==> config.mk <==
export PLATFORM = sky130hd
export DESIGN_NAME = combo_lock_fsm
export DESIGN_NICKNAME = d
export VERILOG_FILES = /design/src/rtl/lock_pkg.sv /design/src/rtl/cycle_timer.sv /design/src/rtl/combo_lock_fsm.sv
export SDC_FILE = /design/constraint.sdc
export NUM_CORES = 1
export LEC_CHECK = 0
export ABC_CLOCK_PERIOD_IN_PS = 6100
export BUFFER_PORTS_ARGS = -buffer_cell sky130_fd_sc_hd__buf_4
export CAP_MARGIN = 40
export CORE_ASPECT_RATIO = 1.1
export CORE_UTILIZATION = 40
export DETAILED_ROUTE_END_ITERATION = 10
export SYNTH_ARGS = -nofsm -noshare
export SYNTH_HDL_FRONTEND = slang
export SYNTH_SLANG_ARGS = --single-unit
==> constraint.sdc <==
create_clock -name clk -period 6.1 [get_ports clk]
set_clock_uncertainty 0.2 [all_clocks]
set_input_delay 1.22 -clock clk [delete_from_list [all_inputs] [get_ports clk]]
set_output_delay 1.22 -clock clk [all_outputs]
set_load 0.005 [all_outputs]
==> src/rtl/lock_pkg.sv <==
// lock_pkg: state encodings shared with the display decoder, digit width, code-digit helper
package lock_pkg;
  localparam int DIGIT_W = 4;
  typedef enum logic [3:0] {
    SA = 4'd0, SB = 4'd1, SC = 4'd2, SD = 4'd3, SE = 4'd4, SF = 4'd5, SG = 4'd6,
    DCA = 4'd7, DCB = 4'd8, DCC = 4'd9, DCD = 4'd10, DCE = 4'd11, DCF = 4'd12
  } lock_state_t;
  function automatic logic [DIGIT_W-1:0] code_digit(input logic [23:0] code, input logic [3:0] k);
    logic [23:0] s;
    s = code << {k, 2'b00};
    return s[23:20];
  endfunction
endpackage

==> src/rtl/cycle_timer.sv <==
// cycle_timer: loadable down-counter that stops at zero
module cycle_timer #(
  parameter int W = 4
) (
  input  logic         clk,
  input  logic         rst_n,
  input  logic         load,
  input  logic [W-1:0] load_val,
  input  logic         en,
  output logic         zero
);
  logic [W-1:0] cnt;
  always_ff @(posedge clk or negedge rst_n)
    if (!rst_n) cnt <= '0;
    else if (load) cnt <= load_val;
    else if (en && cnt != '0) cnt <= cnt - 1'b1;
  assign zero = cnt == '0;
endmodule

==> src/rtl/combo_lock_fsm.sv <==
// combo_lock_fsm: six-digit combination lock with auto-relock and lockout timers
module combo_lock_fsm
  import lock_pkg::*;
#(
  parameter logic [23:0] CODE           = 24'h123456,
  parameter int          RELOCK_CYCLES  = 50_000_000,
  parameter int          MAX_FAILS      = 3,
  parameter int          LOCKOUT_CYCLES = 250_000_000
) (
  input  logic               clk,
  input  logic               rst_n,
  input  logic [DIGIT_W-1:0] digit_in,
  input  logic               enter,
  output logic [3:0]         state,
  output logic [DIGIT_W-1:0] digit,
  output logic               open,
  output logic               locked_out,
  output logic [2:0]         fail_cnt
);
  localparam int TMAX = RELOCK_CYCLES > LOCKOUT_CYCLES ? RELOCK_CYCLES : LOCKOUT_CYCLES;
  localparam int TW = TMAX > 1 ? $clog2(TMAX) : 1;
  lock_state_t st, nxt;
  logic enter_q, accept, valid, tmr_zero, enter_sg, enter_dcf;
  logic [2:0] fail_new;
  always_ff @(posedge clk or negedge rst_n)
    if (!rst_n) st <= SA;
    else st <= nxt;
  always_comb begin
    accept = enter & ~enter_q & ~locked_out;
    valid = accept & (digit_in <= 4'd9);
    nxt = st;
    case (st)
      SA, SB, SC, SD, SE, SF:
        if (valid) nxt = digit_in == code_digit(CODE, st) ? lock_state_t'(st + 4'd1) : lock_state_t'(st + 4'd7);
      SG: if (tmr_zero | valid) nxt = SA;
      DCA, DCB, DCC, DCD, DCE: if (valid) nxt = lock_state_t'(st + 4'd1);
      DCF: if (locked_out ? tmr_zero : valid) nxt = SA;
      default: nxt = SA;
    endcase
  end
  assign enter_sg = nxt == SG && st != SG;
  assign enter_dcf = nxt == DCF && st != DCF;
  assign fail_new = fail_cnt == 3'(MAX_FAILS) ? fail_cnt : fail_cnt + 3'd1;
  always_ff @(posedge clk or negedge rst_n)
    if (!rst_n) begin
      digit <= '0;
      open <= 1'b0;
      locked_out <= 1'b0;
      fail_cnt <= '0;
      enter_q <= 1'b0;
    end else begin
      digit <= digit_in;
      enter_q <= enter;
      open <= nxt == SG;
      locked_out <= (enter_dcf && fail_new == 3'(MAX_FAILS)) ? 1'b1 : locked_out & ~tmr_zero;
      fail_cnt <= enter_sg || (locked_out && tmr_zero) ? 3'd0 : enter_dcf ? fail_new : fail_cnt;
    end
  // relock and lockout never overlap, so one counter serves both
  cycle_timer #(.W(TW)) u_tmr (
    .clk(clk),
    .rst_n(rst_n),
    .load(enter_sg | (enter_dcf && fail_new == 3'(MAX_FAILS))),
    .load_val(enter_sg ? TW'(RELOCK_CYCLES - 1) : TW'(LOCKOUT_CYCLES - 1)),
    .en(st == SG | locked_out),
    .zero(tmr_zero)
  );
  assign state = st;
endmodule

* After elaboration in Yosys (flattened, before gate mapping)
Index checks and enable logic that the tools add are counted.
** Storage, ports and cells
- Output and inout port bits :: 13
- Register bits :: 42
- Input bits :: 7
** Operators by class
- Shift-type cells :: 1
- Bitwise operators :: 10
- Reduce and logical (&&, ||, !) cells :: 13
- Add/subtract/negate cells :: 4
- Muxes and demuxes :: 14
- Equality and inequality tests :: 19
- Order comparisons :: 1
** Operator list (count)
- two-way mux 28 bit :: 3
- zero test 28 bit :: 1
- nonzero test 28 bit :: 1
- subtractor 28 x 1 -> 28 bit, second input constant :: 1
- == test 4 bit, second input constant :: 6
- left shift 21 x 6 -> 24 bit, first input constant :: 1
- == test 4 x 3 -> 1 bit, second input constant :: 5
- two-way mux 4 bit :: 5
- one-hot mux 4 bit (4 select lines) :: 1
- two-way mux 3 bit :: 3
- == test 4 x 2 -> 1 bit, second input constant :: 2
- == test 3 x 2 -> 1 bit, second input constant :: 2
- OR reduction 6 bit :: 1
- logical AND 1 bit :: 5
- OR reduction 5 bit :: 1
- adder 4 x 1 -> 4 bit, second input constant :: 1
- adder 4 x 3 -> 4 bit, second input constant :: 1
- bitwise AND 1 bit :: 4
- == test 4 x 1 -> 1 bit, second input constant :: 1
- == test 4 bit :: 1
- less-or-equal comparator 4 bit, second input constant :: 1
- zero test 4 bit :: 1
- != test 4 x 3 -> 1 bit, second input constant :: 1
- != test 4 bit, second input constant :: 1
- 6 further kinds :: 12

* Logic depth before layout (Yosys ltp)
Gate-level depths: netlist of the first run.
- Depth in word-level cells :: 12
- Gate-level depth with buffers :: 14
- Gate-level depth less buffers :: 10

* Cells and area by module
Synthesis of the first run repeated with hierarchy kept, for this count alone.
** Second synthesis, totals
- Cell total of the unflattened synthesis :: 332
- Area total of the unflattened synthesis :: 2886.5 µm²
** By module, submodules not included
- cycle_timer :: times used 1, area each 1744.2 µm², sequential area each 700.7 µm², cells each 203
- combo_lock_fsm :: times used 1, area each 1142.3 µm², sequential area each 350.3 µm², cells each 129

* Worst setup path after synthesis of the first run
No wires, ideal clock.
- Path kind :: input to register
- From :: input port digit_in[0]
- To :: register u_tmr.cnt[3]
- Path slack :: 2.334 ns
- Buffers on the path :: 2
- Arrival :: 3.496 ns
- Library setup time :: 0.069 ns
- Cell stages on the path :: 9
- Cell sequence :: or4_1 -> o311a_1 -> a2111oi_0 -> o22ai_1 -> a311o_2 -> or3_1 -> buf_6 -> buf_6 -> nand3_1
** Between the ends
- Word-level cells in the longest chain between the ends :: 10
- Elaborated cells between the ends (all ways) :: 19
- Those cells by class :: order compare: 1; eq/ne: 3; mux: 8; bitwise: 3; reduce/logical: 4
** RTL lines
- start, declared :: line combo_lock_fsm.sv:12 : input logic [DIGIT_W-1:0] digit_in,
- less-or-equal comparator 4 bit :: line combo_lock_fsm.sv:30 : valid = accept & (digit_in <= 4'd9);
- bitwise AND 1 bit :: line combo_lock_fsm.sv:30
- two-way mux 1 bit or OR 1 bit (tied branches) :: line combo_lock_fsm.sv:37, combo_lock_fsm.sv:35
- two-way mux 4 bit (on tied branches) :: line combo_lock_fsm.sv:37, combo_lock_fsm.sv:35
- one-hot mux 4 bit (4 select lines) * :: line combo_lock_fsm.sv:32 : case (st)
- == test 4 bit :: line combo_lock_fsm.sv:42 : assign enter_dcf = nxt == DCF && st != DCF;
- logical AND 1 bit :: line combo_lock_fsm.sv:42
- logical AND 1 bit :: line combo_lock_fsm.sv:62 : .load(enter_sg | (enter_dcf && fail_new == 3'(MAX_FAILS))),
- OR 1 bit * :: line combo_lock_fsm.sv:62
- two-way mux 28 bit or nonzero test 2 bit (tied branches)
- end signal, assigned :: line cycle_timer.sv:15 : else if (load) cnt <= load_val;
- end signal, assigned :: line cycle_timer.sv:16 : else if (en && cnt != '0) cnt <= cnt - 1'b1;
- end, declared :: line cycle_timer.sv:12 : logic [W-1:0] cnt;
Every way passes the cells marked *; elsewhere a longest branch is shown, timed or not.
A chain may end at the register's enable or synchronous reset.

* Worst setup path after layout of the first run
- From :: register st[0], in the netlist state[0]
- To :: register u_tmr.cnt[2]
** Between the ends
- Word-level cells in the longest chain between the ends :: 10
- Elaborated cells between the ends (all ways) :: 37
- Those cells by class :: add/sub: 2; eq/ne: 17; shift: 1; mux: 7; bitwise: 2; reduce/logical: 8
** RTL lines
- start, declared :: line combo_lock_fsm.sv:22 : lock_state_t st, nxt;
- start signal, assigned :: line combo_lock_fsm.sv:27 : else st <= nxt;
- left shift 21 x 6 -> 24 bit :: line lock_pkg.sv:10 : s = code << {k, 2'b00};
- == test 4 bit :: line combo_lock_fsm.sv:34 : if (valid) nxt = digit_in == code_digit(CODE, st) ? lock_state_t'(st + 4'd1) : lock_state_t'(st + 4'd7);
- two-way mux 4 bit (2 in a row) :: line combo_lock_fsm.sv:34
- one-hot mux 4 bit (4 select lines) :: line combo_lock_fsm.sv:32
- == test 4 bit :: line combo_lock_fsm.sv:42
- logical AND 1 bit :: line combo_lock_fsm.sv:42
- logical AND 1 bit :: line combo_lock_fsm.sv:62
- OR 1 bit :: line combo_lock_fsm.sv:62
- two-way mux 28 bit or nonzero test 2 bit (tied branches)
Several ways; a longest one is shown, not always the timed one.

==> results of run 1 <==
[worst max path at each step]
stage | from | end | slack, ns | cells after the start
finish | state[0] | u_tmr.cnt[2] | 1.97 | 10
detailed placement | digit_in[0] | u_tmr.cnt[14] | 1.84 | 8
global placement | digit_in[0] | u_tmr.cnt[20] | 1.88 | 8
floorplan | digit_in[0] | u_tmr.cnt[3] | 2.33 | 9
global route | u_tmr.cnt[4] | u_tmr.cnt[2] | 1.70 | 8
CTS | state[0] | u_tmr.cnt[2] | 1.99 | 10
[kinds of logic after synthesis]
logic type / Yosys count / share of synthesized area [%]
and+or+nand+nor: 115 / 25.0
AOI/OAI and AO/OA: 50 / 14.9
DFF: 42 / 41.5
xor gates and xnor gates: 28 / 9.67
buffers and inverters: 21 / 4.69
adders and majority gates: 7 / 3.45
muxes: 2 / 0.839
[flip-flops by register name, indices dropped and copies added, names as in the netlist]
register,count
fail_cnt,3
state,4
open,1
digit,4
u_tmr.cnt,28
enter_q,1
locked_out,1
[metrics by stage]
stage	hold WS, ns	cells	setup slack (ns)	utilization, %
after detailed placement	0.325	356	1.84	44.0
after global routing	0.367	364	1.70	45.8
final	0.345	364	1.97	45.8
after floorplan	0.298	265	2.33	-
after global placement	0.322	355	1.88	43.9
after CTS	0.345	364	1.99	45.8
[per-layer routing]
| metal | share of wire [%] | vias up | wire length, µm |
|---|---|---|---|
| met1 | 45 | 998 | 2490 |
| li1 | - | 998 | - |
| met3 | 2.8 | 6 | 152 |
| met4 | 1.1 | 0 | 63 |
| met5 | 0 | - | 0 |
| met2 | 51 | 43 | 2790 |
[Yosys cell counts (2+ instances only)]
| library cell | n | area, µm² |
|---|---|---|
| a21oi_1 | 10 | 50.1 |
| o21ai_0 | 8 | 40.0 |
| or3_1 | 3 | 18.8 |
| o22ai_1 | 2 | 12.5 |
| nand3_1 | 19 | 95.1 |
| o21ai_1 | 2 | 10.0 |
| xnor2_1 | 16 | 140 |
| buf_6 | 5 | 56.3 |
| clkbuf_1 | 2 | 7.51 |
| or4_1 | 2 | 15.0 |
| ha_1 | 7 | 87.6 |
| o31ai_1 | 6 | 45.0 |
| nand2b_1 | 3 | 18.8 |
| nor2_1 | 21 | 78.8 |
| dfrtp_1 | 42 | 1050 |
| a21o_1 | 2 | 15.0 |
| o2111ai_1 | 2 | 17.5 |
| buf_2 | 2 | 10.0 |
| nor4_1 | 10 | 62.6 |
| nor3_2 | 3 | 30.0 |
| or4_4 | 2 | 22.5 |
| xor2_1 | 12 | 105 |
| o21a_1 | 2 | 15.0 |
| inv_1 | 12 | 45.0 |
| nor2b_1 | 4 | 25.0 |
| nor3_1 | 18 | 90.1 |
| nand3b_1 | 4 | 30.0 |
| nand2_1 | 14 | 52.6 |
| and3_1 | 5 | 31.3 |
[worst register-to-register path, delay by kind of cell (launching register included)]
family / cells / cell delay [ns]
fa+ha+maj: 1 / 0.39
compound gates: 4 / 1.12
buf+inv: 1 / 0.18
flops: 1 / 0.55
simple gates: 3 / 1.40
mux: 1 / 0.12
[cells in the final DEF (no fill, tap or decap), types with 2 or more instances in the layout]
master      n
o31ai_1     6
ha_1        7
nor3_2      3
and3_1      5
o22ai_1     2
nand2_1    14
a21o_1      2
nor2b_1     4
nor3_1     18
xnor2_1    16
o21a_1      2
clkbuf_8    8
nand3_1    19
or4_4       2
a21oi_1    10
nand2b_1    3
nor4_1     10
dfrtp_1    42
nor2_1     21
or3_1       3
buf_4      20
inv_1      12
o21ai_0     8
or4_1       2
o2111ai_1   2
xor2_1     12
nand3b_1    4
o21ai_1     2
[area by class of cell]
type	count	area (µm²)
clock buffers	8	110
fillers	599	3330
inverters	12	45.0
multi-input cells	202	1370
flip-flops and latches	42	1050
well taps	80	100
repair buffers	20	150
[power by group]
group	leakage, nW	switching [mW]	internal [mW]
logic	0.573	0.00875	0.00493
registers	0.477	0.000468	0.280
clock network	0.0575	0.0910	0.114
==> results, run 1 <==
- The final global-route overflow total is 0.
- Setup violations remaining at the end of the flow were counted as 0.
- The depth of the CTS H-tree is 2.
- The total area inside the core boundary comes to 6160 µm².
- For the worst-skew pair, the clock arrives at the later sink with an insertion delay of 0.29 ns.
- The number of distinct library cell variants in the gate-level netlist after synthesis is 54.
- The instance count of the mapped netlist is 265.
- The critical path startpoint category is a register.
- During synthesis, Yosys emitted a total of 0 warnings.
- The repair_antennas step left the layout with diodes totalling 0.
- The wire length of the first global-routing pass is 9630 µm.
- Entering global routing, the biggest net connects 43 pins.
- The critical path goes through inv_1 > ha_1 > mux2i_1 > o21a_1 > or3_1 > o32a_1 > nor3_1 > a211o_1 > or3_1 > o2111ai_1.
- Based on the critical path, the design can be clocked at up to 0.242 GHz.
- The analysis attributes to cell leakage a power of 1.11 nW.
- After routing, the total negative slack on setup checks comes to 0 ns.
- The worst register-to-register path has a setup slack of 1.97 ns.
- The master of the slowest instance on the critical path is or3_1.
- The post-route standard cell area excluding fillers is 2820 µm².
- The final routed wirelength across all metal layers is 5490 µm.
- The met2 track demand over resource is 31.5%.
- The count of pins over their slew limit came to 0.
- The layout overhead on the synthesized area is 11.3%.
- The clock tree from TritonCTS is done.
- For the worst setup path, the data required time is 6.02 ns.
- The startpoint of the tightest hold check path is u_tmr.cnt[17].
- Clock tree synthesis found a total of 42 sinks.
- The number of hold buffers added after CTS was 0.
- For this block, the initial DRC count from the detailed router was 92.
- The final reports fail on design-rule violations.
- The quantity of gates resized following cts is 0.
- The die footprint is 6660 µm².
- The number of buffers and inverters on the critical path is 1.
- The most used cell along the critical path is or3_1.
- By startpoint and endpoint, the worst setup path is classified as register to register.
- The run finished, with violations left.
- Global routing used 3.30% of the available met3 tracks.
- In this run the deepest clock path goes through 2 buffers.
- The final critical path takes up 67.7% of the cycle.
- The I/O pin count is 20.
- For the pin with the worst max-slew slack, the measured transition is 0.883 ns.
- After layout, the design draws a total of 0.499 mW.
- The via count of the first global-routing pass is 2011.
- Dividing the detail-routed wire length by the instance count gives 15.1 µm.
- The number of standard-cell rows in the floorplan is 30.
- Summing all placed instances gives a cell area of 2710 µm².
- In this run the power density over the cells is 177 nW/µm².
- Dividing the detail-routed via count by the number of cells gives 5.62.
- The floorplan step set the die height to 85.5 µm.
- The startpoint of the worst-slack reg-to-reg timing path is state[0].
- The min-delay analysis places its worst path in the category register to register.
- IR analysis of the VDD net gives a maximum drop of 72.7 µV.
- Once the floorplan was initialized, standard cells occupied 41.2% of the core.
- The cell type group with the largest total delay on the critical path is simple AND/OR/NAND/NOR gates.
- CTS placed an instance of clkbuf_8 at the clock tree root.
- The number of detailed-routing iterations run before antenna repair is 7.
- Along the worst hold path, the cell count comes to 2.
- After global routing, the most crowded layer is met2.
- The count of input and output buffers is 19.
- STA classifies the critical path endpoint as a register.
- The die extent in x is 77.9 µm.
- The count of flip-flops with a built-in enable after synthesis is 0.
- Counting every net in the synthesized netlist gives 279.
- The final net count is 297.
- After legalization and detailed placement, the total HPWL measured 3960 µm.
- The proportion of register bits with asynchronous set or reset after synthesis is 100%.
- The number of endpoints with negative hold slack in the final report is 0.
- The count of nets left with antenna violations once routing finished came out at 0.
- Global routing consumed, on the met1 layer, 23.3% of the routing resources.
- The worst path in the final design needs a cycle of 4.13 ns, including I/O delays and setup.
- Setup repair after global routing left no endpoint under its margin.
- The initial antenna violation count is 0.
- Measured against its own limit, the worst slew margin works out to 40.6%.
- In this run, synthesis produced a sequential element count of 42.
- For hold timing, the worst endpoint is u_tmr.cnt[17].
- The synthesized area is 2530 µm².
- The total number of vias is 2045.
- Buffers inserted during clock tree synthesis total 5.
- The clock transition at the registers of the reported paths is 0.08 ns.
- The number of setup buffers added after CTS is 0.
- The number of cells on the worst reg-to-reg path is 10.
- In the final layout, the share of cells above drive strength 1 is 15.1%.
- For this run, the slowest stage of the critical path takes 0.58 ns.
- The endpoint of the worst-slack reg-to-reg timing path is u_tmr.cnt[2].
- The total routing usage reported by global routing is 18.2%.
- After synthesis, flip-flops and latches occupy 41.5% of the total area.
- In the synthesized netlist the dominant register cell turns out to be dfrtp_1.
- The max-cap violation count is 0.
- In this run the mean area of a mapped cell was 9.57 µm².
- The number of design rule violations left after detail routing is 1.
- The endpoint arrival time on the critical path is 4.05 ns.
- Of all nets on the critical path, the largest fanout is 18.
- The congestion estimate from routability-driven global placement came to 0.834.
Power figures use the tool's default switching activity.
==> inputs of run 2 (changes only) <==
--- a/config.mk
+++ b/config.mk
@@ -5,7 +5,7 @@
 export SDC_FILE = /design/constraint.sdc
 export NUM_CORES = 1
 export LEC_CHECK = 0
-export ABC_CLOCK_PERIOD_IN_PS = 6100
+export ABC_CLOCK_PERIOD_IN_PS = 3700
 export BUFFER_PORTS_ARGS = -buffer_cell sky130_fd_sc_hd__buf_4
 export CAP_MARGIN = 40
 export CORE_ASPECT_RATIO = 1.1
==> constraint.sdc (replaced) <==
create_clock -name clk -period 3.7 [get_ports clk]
set_clock_uncertainty 0.2 [all_clocks]
set_input_delay 0.74 -clock clk [delete_from_list [all_inputs] [get_ports clk]]
set_output_delay 0.74 -clock clk [all_outputs]
set_load 0.005 [all_outputs]
==> run 2 against run 1 <==
Against the previous run:
- the flow still finishes with violations (design-rule violations)
- setup slack worse by 1.8 ns
- wire length is 10% higher
- first-iteration DRC count is 89% higher
- global-route usage is 1.1 points higher
- critical path depth is 1 higher
- clock power is 80% higher
- cell area is 3.6% higher
- count of clock-buffer cells in the layout is 2 lower
- critical endpoint is now u_tmr.cnt[14]
- final cell count is 2.5% higher
- die area stayed put
- fmax is 18% higher
==> results, run 2 (same netlist as run 1, synthesis figures left out) <==
- The run finished, with violations left.
- The final reports fail on design-rule violations.
- The measured slew at the worst slew-check pin is 0.568 ns (-0.316 ns).
- The number of setup buffers added after CTS is 0 (unchanged).
- The initial antenna violation count is 0 (unchanged).
- The wire length of the first global-routing pass is 10100 µm (+4.9%).
- The post-detailed-placement half-perimeter wirelength is 4220 µm (+6.7%).
- The die footprint is 6660 µm² (unchanged).
- The count of input and output buffers is 19 (unchanged).
- The cell type group with the largest total delay on the critical path is compound AO/OA/AOI/OAI gates.
- The flip-flop count of the largest register, all copies and words added is 28 (unchanged).
- The final cycle utilization of the critical path was 94.4% (+27 points).
- The average routed wire per standard cell is 16.2 µm (+7.5%).
- The number of standard-cell rows in the floorplan is 30 (unchanged).
- The number of design rule violations left after detail routing came to 1 (unchanged).
- STA classifies the critical path startpoint as a register.
- The signal on the critical path passes through inv_1 > ha_1 > mux2i_1 > o21a_1 > or3_1 > a2111oi_1 > o22ai_1 > a311o_2 > or3_1 > buf_4 > a21oi_1.
- The number of endpoints with negative hold slack in the final report came to 0 (unchanged).
- Leaving out fill and tap cells, the most frequent cells in the layout are dfrtp_1 (42), buf_4 (30), nor2_1 (21).
- The clock transition at the registers of the reported paths is 0.08 ns (about the same).
- The proportion of layout cells with a drive suffix above 1 is 19.5% (+4.3 points).
- The die extent in x is 77.9 µm (unchanged).
- The area of the core is 6160 µm² (unchanged).
- The timing-limited maximum frequency is 0.286 GHz (+18%).
- The maximum fanout along the worst path was 18 (unchanged).
- The count of buffering cells on the critical path with inverters included was 2 (+1).
- The leakage power summed over all cells came to 1.16 nW (+4.6%).
- The cell depth of the worst setup path came to 11 (+1).
- The floorplan die height is 85.5 µm (unchanged).
- The maximum count of clock buffers along a single path is 2 (unchanged).
- The via count of the first global-routing pass is 2052 (+2.0%).
- The most common cell after layout, fill and taps aside is dfrtp_1.
- The depth of the CTS H-tree is 2 (unchanged).
- The CTS sink count was 42 (unchanged).
- The shortest clock period the worst path allows after layout came to 3.49 ns (-0.633 ns).
- The relative max-transition margin is 62.2% (+22 points).
- The number of detailed-routing iterations run before antenna repair is 7 (unchanged).
- The count of pins over their slew limit is 0 (unchanged).
- The max-cap violation count is 0 (unchanged).
- The least setup slack across all paths after layout was 0.206 ns (-1.77 ns).
- The clock latency on the worst-skew pair is 0.29 ns (about the same).
- The endpoint arrival time on the critical path came to 3.51 ns (-0.54 ns).
- The largest individual stage delay along the critical path comes from the cell or3_1.
- The total routing usage reported by global routing came to 19.3% (+1.1 points).
- The post-detailed-route via-to-cell ratio is 5.65 (+0.55%).
- The clock buffer count from CTS was 5 (unchanged).
- The remaining antenna violation count after routing is 0 (unchanged).
- The delay contributed by the slowest stage of the critical path was 0.47 ns (-0.11 ns).
- The clock tree from TritonCTS is done.
- The final net count is 307 (+3.4%).
- The number of setup violations in the final report is 0 (unchanged).
- The endpoint type of the worst setup path is a register.
- The number of DRC violations after detailed-routing iteration 0 is 174 (+89%).
- The total number of vias is 2107 (+3.0%).
- The end point of the critical path is u_tmr.cnt[14].
- Setup repair after global routing left no endpoint under its margin.
- The I/O pin count was 20 (unchanged).
- The register-to-register setup slack was 0.21 ns (-1.77 ns).
- The startpoint of the worst-slack reg-to-reg timing path is state[1].
- The worst IR drop on VDD is 231 µV (+220%).
- The worst min-delay path category is input port to async pin.
- The final global-route overflow total came to 0 (unchanged).
- The launching element of the worst setup path is state[1].
- The total power divided by cell area was 293 nW/µm² (+66%).
- The number of cells on the worst reg-to-reg path is 11 (+1).
- The worst register-to-register path ends at u_tmr.cnt[14].
- The most used cell along the critical path is or3_1.
- The required time of the critical path is 3.72 ns (-2.30 ns).
- The setup slack at placement is 0.164 ns (-1.68 ns).
- The final routed wirelength across all metal layers is 6050 µm (+10%).
- The total negative slack is 0 ns (unchanged).
- The final weighted congestion of routability-driven global placement is 0.893 (+7.1%).
- The initial core utilization is 41.2% (unchanged).
- The largest register by flop count is u_tmr.cnt.
- The layout overhead on the synthesized area is 15.3%.
- The power after layout is 0.856 mW (+71%).
- CTS placed an instance of clkbuf_8 at the clock tree root.
- The number of antenna repair diodes is 0 (unchanged).
- The critical setup path kind is register to register.
- The largest net degree at the start of global routing is 43 (unchanged).
run 2: changes by cell type in the layout (fill, tap and decap cells not counted):
cell / previous run / this run
bufinv_16: 0 / 1
nor4_1: 10 / 8
a21oi_1: 10 / 9
nor3_2: 3 / 4
a211o_1: 1 / 0
nor4_2: 1 / 3
a211o_2: 0 / 1
a2111oi_0: 1 / 0
nor3_1: 18 / 17
a2111oi_1: 0 / 1
a21oi_2: 0 / 1
buf_4: 20 / 30
clkbuf_8: 8 / 6
run 2: area by class of cell:
type	count	area, µm²
inverters	12	45.0
flip-flops and latches	42	1050
repair buffers	30	225
multi-input cells	202	1390
clock buffers	6	82.6
fillers	609	3230
well taps	80	100
clock inverters	1	30.0
run 2: power breakdown:
group          internal, mW  switching (mW)  total (mW)  leakage (nW)
logic               0.00827          0.0160      0.0243         0.624
registers             0.461        0.000775       0.462         0.477
clock network         0.216           0.154       0.370        0.0573
total                 0.686           0.171       0.856          1.16
run 2: metal layers:
metal	wire length, µm	GRT usage [%]	vias up
li1	-	-	1019
met1	2680	24.2	1036
met2	3060	34.0	45
met3	218	2.98	7
met4	101	6.73	0
met5	0	0	-
run 2: metrics by stage:
stage | hold slack [ns] | instances | area (µm²) | util, %
final | 0.232 | 373 | 2920 | 47.5
after global routing | 0.264 | 373 | 2920 | 47.5
after CTS | 0.251 | 373 | 2900 | 47.1
after detailed placement | 0.316 | 366 | 2790 | 45.3
after global placement | 0.316 | 365 | 2780 | 45.1
after floorplan | 0.244 | 265 | 2530 | -
run 2: worst min-delay path by stage:
stage	from	end	slack, ns	depth (start not counted)
floorplan	rst_n	digit[0]	0.24	0
detailed placement	u_tmr.cnt[13]	u_tmr.cnt[13]	0.32	2
global route	rst_n	u_tmr.cnt[6]	0.26	1
finish	rst_n	u_tmr.cnt[9]	0.23	1
global placement	u_tmr.cnt[13]	u_tmr.cnt[13]	0.32	2
CTS	rst_n	locked_out	0.25	1
run 2: timing repair:
action,in CTS,in global routing
setup endpoints to repair,0,27
gates resized for setup,0,6
hold buffers,0,0
==> inputs of run 3 (changes only) <==
--- a/config.mk
+++ b/config.mk
@@ -5,7 +5,8 @@
 export SDC_FILE = /design/constraint.sdc
 export NUM_CORES = 1
 export LEC_CHECK = 0
-export ABC_CLOCK_PERIOD_IN_PS = 3700
+export ABC_AREA = 1
+export ABC_CLOCK_PERIOD_IN_PS = 3950
 export BUFFER_PORTS_ARGS = -buffer_cell sky130_fd_sc_hd__buf_4
 export CAP_MARGIN = 40
 export CORE_ASPECT_RATIO = 1.1
==> constraint.sdc (replaced) <==
create_clock -name clk -period 3.95 [get_ports clk]
set_clock_uncertainty 0.2 [all_clocks]
set_input_delay 0.79 -clock clk [delete_from_list [all_inputs] [get_ports clk]]
set_output_delay 0.79 -clock clk [all_outputs]
set_load 0.005 [all_outputs]
==> run 3 against run 2 <==
Against the previous run:
- the run now ends clean
- hold slack better by 0.037 ns
- setup slack better by 0.83 ns
- wire length is 3.8% higher
- fmax rose by 20%
- flip-flop and latch count unchanged
- via count up 19%
- first-iteration DRC count down 64%
==> results, run 3 <==
- The run finished with clean final reports.
- The count of placed standard cells in the final layout, fillers left out came to 501 (+34%).
- The number of buffers added to fix hold violations after cts is 0 (unchanged).
- The met2 layer wire length in the routed design is 3100 µm (+1.3%).
- The measured slew at the worst slew-check pin is 0.546 ns (-0.0221 ns).
- The proportion of register bits with asynchronous set or reset after synthesis is 100% (unchanged).
- The endpoint arrival time on the critical path was 2.93 ns (-0.58 ns).
- The placed cell count is 493 (+35%).
- The number of DRC violations after detailed-routing iteration 0 came to 63 (-64%).
- The leakage power summed over all cells was 1.52 nW (+31%).
- CTS placed an instance of clkbuf_8 at the clock tree root.
- Among all flip-flop cells after synthesis, the most frequent one is dfrtp_1.
- The worst IR drop on VDD is 310 µV (+34%).
- The count of input and output buffers is 19 (unchanged).
- The required time of the critical path was 3.97 ns (+0.25 ns).
- The area of the core was 7010 µm² (+14%).
- The most common cell after layout, fill and taps aside is nand2_1.
- The number of design rule violations left after detail routing is 0 (-1).
- The share of Yosys cell area claimed by the top area cell type was 36.4% (-5.1 points).
- The number of cells on the worst reg-to-reg path is 15 (+4).
- The via count of the first global-routing pass was 2421 (+18%).
- The sequential share of the synthesized area is 36.4% (-5.1 points).
- The floorplan die height is 91.1 µm (+6.6%).
- The initial core utilization was 41.2% (about the same).
- The I/O pin count was 20 (unchanged).
- In the post-synthesis netlist, the biggest area contributors are dfrtp_1 (36%), nand2_1 (12%), nor2_1 (7.5%).
- The number of endpoints with negative hold slack in the final report is 0 (unchanged).
- The top metal layer carrying routed signals is met4.
- The most area-hungry cell type in the Yosys netlist is dfrtp_1.
- The instance count of the mapped netlist is 394 (+49%).
- The depth of the CTS H-tree is 2 (unchanged).
- The net count after synthesis is 408 (+46%).
- The post-detailed-placement half-perimeter wirelength is 4760 µm (+13%).
- The average routed wire per standard cell is 12.5 µm (-23%).
- The remaining antenna violation count after routing came to 0 (unchanged).
- The worst setup path is launched from a register.
- The quantity of gates resized following cts is 0 (unchanged).
- The total routing usage reported by global routing is 17.8% (-1.5 points).
- The wire length of the first global-routing pass is 11000 µm (+8.6%).
- The max-cap violation count came to 0 (unchanged).
- The final cycle utilization of the critical path is 73.7% (-21 points).
- The mean instance size in the synthesized netlist is 7.33 µm² (-23%).
- Setup repair after global routing left no endpoint under its margin.
- The clock tree from TritonCTS is done.
- The final-layout worst hold slack came to 0.268 ns (+0.0367 ns).
- The layout overhead on the synthesized area is 10.7%.
- The maximum count of clock buffers along a single path is 2 (unchanged).
- The die footprint was 7560 µm² (+14%).
- The largest register by flop count is u_tmr.cnt.
- The total power divided by cell area came to 403 nW/µm² (+37%).
- The clock buffer count from CTS came to 5 (unchanged).
- The most frequent cell after synthesis is nand2_1.
- The maximum fanout along the worst path was 17 (-1).
- The relative max-transition margin was 63.6% (+1.5 points).
- The number of setup buffers added after CTS is 0 (unchanged).
- The number of antenna repair diodes is 0 (unchanged).
- The number of detailed-routing iterations run before antenna repair came to 4 (-3).
- The flop and latch count out of synthesis is 42 (unchanged).
- The die extent in x is 83.0 µm (+6.6%).
- The length of routed met3 wiring is 202 µm (-7.3%).
- The number of setup violations in the final report was 0 (unchanged).
- The post-detailed-route via-to-cell ratio is 5.00 (-11%).
- The final global-route overflow total is 0 (unchanged).
- The clock latency on the worst-skew pair is 0.30 ns (about the same).
- The synthesized area is 2890 µm² (+14%).
- The total number of vias is 2507 (+19%).
- The final routed wirelength across all metal layers is 6290 µm (+3.8%).
- Ranked by instance count, the synthesized netlist is headed by nand2_1 (95), nor2_1 (58), inv_1 (44), dfrtp_1 (42), nand3_1 (24).
- The Yosys warning count is 0 (unchanged).
- The timing-limited maximum frequency came to 0.344 GHz (+20%).
- Leaving out fill and tap cells, the most frequent cells in the layout are nand2_1 (95), nor2_1 (58), inv_1 (44).
- The total negative slack is 0 ns (unchanged).
- The proportion of layout cells with a drive suffix above 1 is 17.5% (-1.9 points).
- The worst min-delay path category is input port to async pin.
- The clock transition at the registers of the reported paths came to 0.08 ns (about the same).
- The flip-flop count of the largest register, all copies and words added is 28 (unchanged).
- The number of distinct library cell variants in the gate-level netlist after synthesis is 37 (-31%).
- The initial antenna violation count is 0 (unchanged).
- The final weighted congestion of routability-driven global placement came to 0.884 (-1.0%).
- The critical path is of the register to register type.
- The endpoint type of the worst setup path is a register.
- The count of flip-flops with a built-in enable after synthesis is 0 (unchanged).
- The largest net degree at the start of global routing is 43 (unchanged).
- The power after layout is 1.29 mW (+50%).
- The sum of routed wire segments on met1 was 2830 µm (+5.7%).
- The final net count came to 429 (+40%).
- The CTS sink count is 42 (unchanged).
- The number of standard-cell rows in the floorplan is 32 (+6.7%).
- The count of pins over their slew limit is 0 (unchanged).
- The fill cell total of the finished layout is 717 (+18%).
- The shortest clock period the worst path allows after layout came to 2.91 ns (-0.584 ns).
==> run 3: cell types whose count changed in the layout (fill, tap and decap cells not counted), sizes merged, moves of 11 or more <==
cell,delta
nand2,+94
inv,+37
nor3,-16
nand4,+20
nor2,+46
nand3,+11
==> run 3: worst paths after layout <==
check | endpoint | startpoint | slack [ns]
max in group asynchronous | fail_cnt[1] | rst_n | 2.90
worst min-delay path | u_tmr.cnt[3] | rst_n | 0.27
min in group clk | fail_cnt[2] | fail_cnt[2] | 0.33
worst max register to register | u_tmr.cnt[0] | state[0] | 1.04
worst max-delay path | u_tmr.cnt[0] | state[0] | 1.04
worst min register to register | fail_cnt[2] | fail_cnt[2] | 0.33
==> run 3: final cells by class <==
type	count	area [µm²]	share of cell area, %
clock buffers	6	82.6	2.58
clock inverters	2	12.5	0.391
inverters	49	186	5.83
multi-input cells	297	1610	50.3
flip-flops and latches	42	1050	32.9
well taps	85	106	3.33
repair buffers	20	150	4.69
==> run 3: worst max-delay path: stages (launching register included) <==
cell and delay (ns):
dfrtp_1 0.45, inv_1 0.15, ha_1 0.35, inv_1 0.08
nand2_1 0.06, nand4_1 0.09, nand2_1 0.06, nor2_1 0.19
nand3_1 0.11, nand3_1 0.10, nand2_1 0.09, nor2_2 0.17
nand4_4 0.27, nand2_4 0.24, inv_4 0.12, o21ai_0 0.09
==> run 3: cell families (layout without fill, tap and decap cells) <==
family,after synthesis,in the layout,synth area share [%]
flip-flops,42,42,36.4
adder cells (fa/ha/maj),7,7,3.03
AND/OR/NAND/NOR,249,249,42.0
XOR/XNOR,21,21,6.37
buffers and inverters,55,77,7.89
AO/OA/AOI/OAI,19,19,3.90
multiplexers,1,1,0.390
==> run 3: metrics by stage <==
step	util, %	area [µm²]	setup WS (ns)
6_report	45.6	3200	1.04
5_1_grt	45.6	3200	0.637
4_1_cts	45.6	3200	1.04
3_5_place_dp	44.3	3100	0.981
3_3_place_gp	44.3	3100	1.02
2_1_floorplan	-	2890	1.40
==> run 3: power breakdown <==
| part | internal, mW | switching, mW |
|---|---|---|
| clock network | 0.141 | 0.151 |
| logic | 0.166 | 0.217 |
| registers | 0.514 | 0.0993 |
| total | 0.820 | 0.467 |
==> run 3: layer usage <==
metal  vias up  GRT usage (%)
met1      1166           21.3
met2        39           31.6
met3        13           3.09
li1       1289              -
met4         0           7.04
met5         -              0
